[src/rtl/bus_data_memory.sv]
// Word-addressed data memory behind a request/ready bus with a fixed, programmable
// number of wait states. Out-of-range and read+write-collision accesses complete with err.
module bus_data_memory #(
   parameter int unsigned DATA_W      = 8,
   parameter int unsigned ADDR_W      = 8,
   parameter int unsigned DEPTH       = 256,
   parameter int          WAIT_STATES = 1
) (
   input  logic              clk,
   input  logic              rst_n,
   input  logic [ADDR_W-1:0] addr,
   input  logic [DATA_W-1:0] wdata,
   input  logic              m_read,
   input  logic              m_write,
   output logic [DATA_W-1:0] rdata,
   output logic              ready,
   output logic              err,
   output logic              busy
);

   localparam int unsigned CNT_W = 4;
   localparam int unsigned AW1   = ADDR_W + 1;
   localparam int unsigned IDX_W = (DEPTH > 1) ? $clog2(DEPTH) : 1;

   // Parameter sanity, caught at elaboration
   if (WAIT_STATES < 0 || WAIT_STATES > 15) begin : g_bad_wait_states
      $error("bus_data_memory: WAIT_STATES must be in 0..15");
   end
   if (DEPTH < 1 || 64'(DEPTH) > (64'(1) << ADDR_W)) begin : g_bad_depth
      $error("bus_data_memory: DEPTH must be in 1..2**ADDR_W");
   end

   typedef enum logic {
      S_IDLE = 1'b0,
      S_WAIT = 1'b1
   } state_e;

   state_e              state_q, state_d;
   logic [CNT_W-1:0]    cnt_q, cnt_d;
   logic [ADDR_W-1:0]   addr_q, addr_d;
   logic [DATA_W-1:0]   wdata_q, wdata_d;
   logic                rd_q, rd_d;
   logic                wr_q, wr_d;
   logic [DATA_W-1:0]   rdata_q, rdata_d;
   logic                ready_q, ready_d;
   logic                err_q, err_d;

   logic                in_range_c;
   logic                complete_c;
   logic                mem_we_c;
   logic                mem_re_c;
   logic [IDX_W-1:0]    idx_c;

   logic [DATA_W-1:0]   mem [DEPTH];

   // Range check is done one bit wider so DEPTH == 2**ADDR_W needs no special case
   assign in_range_c = ({1'b0, addr_q} < AW1'(DEPTH));
   assign complete_c = (state_q == S_WAIT) && (cnt_q == '0);
   assign mem_we_c   = complete_c && wr_q && !rd_q && in_range_c;
   assign mem_re_c   = complete_c && rd_q && !wr_q && in_range_c;
   assign idx_c      = IDX_W'(addr_q);

   // Next-state and output logic
   always_comb begin
      state_d = state_q;
      cnt_d   = cnt_q;
      addr_d  = addr_q;
      wdata_d = wdata_q;
      rd_d    = rd_q;
      wr_d    = wr_q;
      rdata_d = rdata_q;
      ready_d = 1'b0;
      err_d   = 1'b0;
      case (state_q)
         S_IDLE: begin
            if (m_read || m_write) begin
               state_d = S_WAIT;
               cnt_d   = CNT_W'(WAIT_STATES);
               addr_d  = addr;
               wdata_d = wdata;
               rd_d    = m_read;
               wr_d    = m_write;
            end
         end
         S_WAIT: begin
            if (cnt_q != '0) begin
               cnt_d = cnt_q - CNT_W'(1);
            end else begin
               state_d = S_IDLE;
               ready_d = 1'b1;
               err_d   = (rd_q && wr_q) || !in_range_c;
               if (mem_re_c) begin
                  rdata_d = mem[idx_c];
               end
            end
         end
         default: state_d = S_IDLE;
      endcase
   end

   // Control and output registers; an async reset mid-access drops it silently
   always_ff @(posedge clk or negedge rst_n) begin
      if (!rst_n) begin
         state_q <= S_IDLE;
         cnt_q   <= '0;
         addr_q  <= '0;
         wdata_q <= '0;
         rd_q    <= 1'b0;
         wr_q    <= 1'b0;
         rdata_q <= '0;
         ready_q <= 1'b0;
         err_q   <= 1'b0;
      end else begin
         state_q <= state_d;
         cnt_q   <= cnt_d;
         addr_q  <= addr_d;
         wdata_q <= wdata_d;
         rd_q    <= rd_d;
         wr_q    <= wr_d;
         rdata_q <= rdata_d;
         ready_q <= ready_d;
         err_q   <= err_d;
      end
   end

   // Storage array is intentionally not reset
   always_ff @(posedge clk) begin
      if (mem_we_c) begin
         mem[idx_c] <= wdata_q;
      end
   end

   assign rdata = rdata_q;
   assign ready = ready_q;
   assign err   = err_q;
   assign busy  = (state_q == S_WAIT);

endmodule

[config.mk]
export PLATFORM = sky130hd
export DESIGN_NAME = bus_data_memory
export DESIGN_NICKNAME = d
export VERILOG_FILES = /design/src/rtl/bus_data_memory.sv
export SDC_FILE = /design/constraint.sdc
export NUM_CORES = 2
export LEC_CHECK = 0
export ABC_AREA = 0
export CORE_ASPECT_RATIO = 0.6
export CORE_MARGIN = 2
export CORE_UTILIZATION = 27
export DETAILED_ROUTE_END_ITERATION = 16
export HOLD_SLACK_MARGIN = 0.05
export PLACE_DENSITY = 0.43
export SYNTH_ARGS = -nofsm -noshare
export SYNTH_HDL_FRONTEND = slang
export SYNTH_SLANG_ARGS = --single-unit
export TNS_END_PERCENT = 10
[constraint.sdc]
create_clock -name clk -period 3.7 [get_ports clk]
set_clock_uncertainty 0.1 [all_clocks]
set_input_delay 0.555 -clock clk [delete_from_list [all_inputs] [get_ports clk]]
set_output_delay 0.555 -clock clk [all_outputs]
set_load 0.005 [all_outputs]
==> flow_summary.ini <==
[drt]
viasPerCell = 4.92
wl_per_cell_um = 30.3
routed_wl_um = 261000
drtPass1Iterations = 5
antenna_left = 0
drt-initial-drc-count = 5814
num_vias = 42300
drc = 0

[setup_path]
cp_max_fo = 34
required_ps = 4310
r2r_slack_ps = 120
cp-end-kind = flop
cp.arrival_ps = 4190
rr_endpoint = rdata[6]
ff2ff_path_depth = 11
start_kind = flop
worstSetupPathType = flop to flop
timing.rr.start = addr_q[3]

[logic_synthesis]
yosys_register_bits = 2081
avgSynthCellArea_um2 = 21.2
yosysMostFrequentCell = edfxtp_1
netlist.area_leader.share = 0.759
ys_warn_count = 0
ys_types = 71
synth-edff-count = 2048
synth_ff_type = edfxtp_1
synth_largest_area_cell = edfxtp_1
synthTopCellsByArea = edfxtp_1 (76%), mux4_2 (13%), mux2i_1 (2.4%), nor2_1 (1.3%), dfrtp_1 (1.0%)
seq_area_frac_synth = 0.769
synth_cells = 3831
syn_nets = 3852
async_flop_share = 0.0159
synthTopCellsByCount = edfxtp_1 (2048), mux4_2 (478), nor2_1 (291)
synthesis.area_um2 = 81100

[floorplanning]
die_y_um = 428
dieArea_um2 = 305000
start_util = 0.272
coreArea_um2 = 298000
die_w_um = 711
io_pins = 31
fp-row-count = 155

[sta]
fmax_mhz = 279
tightest_slew_ps = 1240
relSlewSlack = 0.165
hold_ws_ps = 221
min_period_ps = 3580
fin_crit_sh = 0.968
setup_violations = 0
rsz0062_at_grt = false
final-max-slew-violation-count = 0
timing_hold_violations_final = 0

[clocking]
clock-root-buffer = clkbuf_16
cts.sinks = 2081
clkTransAtPathRegs_ps = 70
insertion_delay_ps = 850
clock_path_buffers = 4
cts_tree = built
numCtsBuffers = 196
htree_levels = 4

[placement]
dp_hpwl_um = 173000
place.gp.congestion = 0.810
dpl-instance-area_um2 = 90600
io_buffers = 30

[layout]
seq_area_um2 = 62400
stdcell_area_um2 = 96900
areaGrowthSynthToFinish_pct = 19.5
final_layout_size_suffix_gt1_frac = 0.317
multi_input_area_um2 = 17500
fill_cells = 28400
nets = 4478

[global_routing]
grt_pass1_vias = 41200
grt_pass1_wl_um = 357000
overflow = 0
grt_max_degree = 129
grt_use_total = 0.168
antenna_found_initial = 31

[pwr]
p_int_uw = 50600
power_density_nw_per_um2 = 798
p_comb_frac = 0.337
irDropWorstVdd_v = 0.000498
p_sw_frac = 0.345
seqPwrFrac = 0.404
power_switching_uw = 26700
clockPowerShare = 0.259
cellLeakagePower_uw = 0.0307

[run_status]
status = finished clean

[hold_path]
min_to = wdata_q[2]
min-delay-start = wdata[2]
min_path_type = primary input to flop
min_path_cells = 2

[flow_run]
cap_violations = 0
[sequential cells by signal, indices dropped and copies added (netlist names)]
| signal | cells |
|---|---|
| mem | 2048 |
| addr_q | 8 |
| rdata | 8 |
| wdata_q | 8 |
| cnt_q | 4 |
| busy | 1 |
| err | 1 |
| rd_q | 1 |
| ready | 1 |
| wr_q | 1 |
[worst max-delay path, cell delays in order (launching register included)]
cell and delay [ps]:
dfrtp_4 780, buf_12 340, buf_4 270, nand2_1 140, buf_4 240, o21ai_0 190, a21oi_1 100, nor3_1 430
o221ai_1 210, o211ai_1 300, buf_4 200, a41oi_1 110
[cells in the final DEF, fill, tap and decap left out, types with 24 or more instances in the layout]
master,instances
a22oi_1,71
buf_12,65
buf_4,560
clkbuf_1,37
clkbuf_16,200
clkdlybuf4s50_1,29
clkinv_1,39
clkinv_2,34
edfxtp_1,2048
mux2_2,32
mux2i_1,190
mux4_2,478
nand2_1,89
nand3_1,49
nor2_1,288
o21ai_0,24
o22ai_1,38
[through the flow]
step / TNS (ps) / setup slack (ps) / cells / util / total power (µW)
3_3_place_gp: -753 / -212 / 8255 / 0.304 / 57800
4_1_cts: 0 / 1.10 / 8597 / 0.325 / 77900
3_5_place_dp: -787 / -232 / 8255 / 0.304 / 57900
5_1_grt: 0 / 16.4 / 8604 / 0.325 / 80100
6_report: 0 / 119 / 8608 / 0.325 / 77300
2_1_floorplan: 0 / 745 / 3831 / - / 44600
[area by class of cell]
class,count,share of cell area
Sequential cell,2081,0.644
Clock buffer,239,0.0534
Tap cell,4003,0.0517
Multi-Input combinational cell,1513,0.181
Clock inverter,102,0.00960
Inverter,8,0.000310
Timing Repair Buffer,657,0.0603
Antenna cell,5,0.000129
[cells by family after synthesis]
kind of cell	after synthesis	share of synthesized area
flip-flops	2081	0.769
multiplexers	702	0.161
AND/OR/NAND/NOR	552	0.0302
AO/OA/AOI/OAI	257	0.0225
buffers and inverters	237	0.0170
XOR/XNOR	1	0.000108
adder cells (fa/ha/maj)	1	0.000154
[worst max-delay path by stage]
stage	end	start	depth (start not counted)	slack, ps
3_5_place_dp	rdata[7]	addr_q[0]	11	-230
2_1_floorplan	mem[98][0]	addr_q[0]	10	740
6_report	rdata[6]	addr_q[3]	11	120
3_3_place_gp	rdata[2]	addr_q[0]	9	-210
4_1_cts	rdata[7]	addr_q[0]	10	1
5_1_grt	rdata[1]	addr_q[1]	9	20
[routing by layer]
layer | vias up | routed length (µm) | GRT usage
met2 | 1776 | 104000 | 0.224
met4 | 2 | 4120 | 0.0266
met3 | 295 | 24000 | 0.0390
met1 | 23000 | 130000 | 0.276
li1 | 17200 | - | -
met5 | - | 19 | 0
[what timing repair did]
item	4_1_cts	5_1_grt
endpoints found under the hold margin	33	0
gates resized for setup	8	0
pin swaps	0	0
buffers inserted	0	6
endpoints found under the setup margin	5	6
hold buffers	1	0
[power groups by stage]
| stage | Sequential, µW | Combinational (µW) | Clock, µW |
|---|---|---|---|
| floorplan | 32300 | 12400 | 0 |
| global placement | 31800 | 25900 | 0 |
| global route | 31300 | 27400 | 21400 |
| detailed placement | 31900 | 26000 | 0 |
| finish | 31300 | 26000 | 20000 |
| CTS | 31300 | 26100 | 20500 |
(Power assumes the default switching activity.)
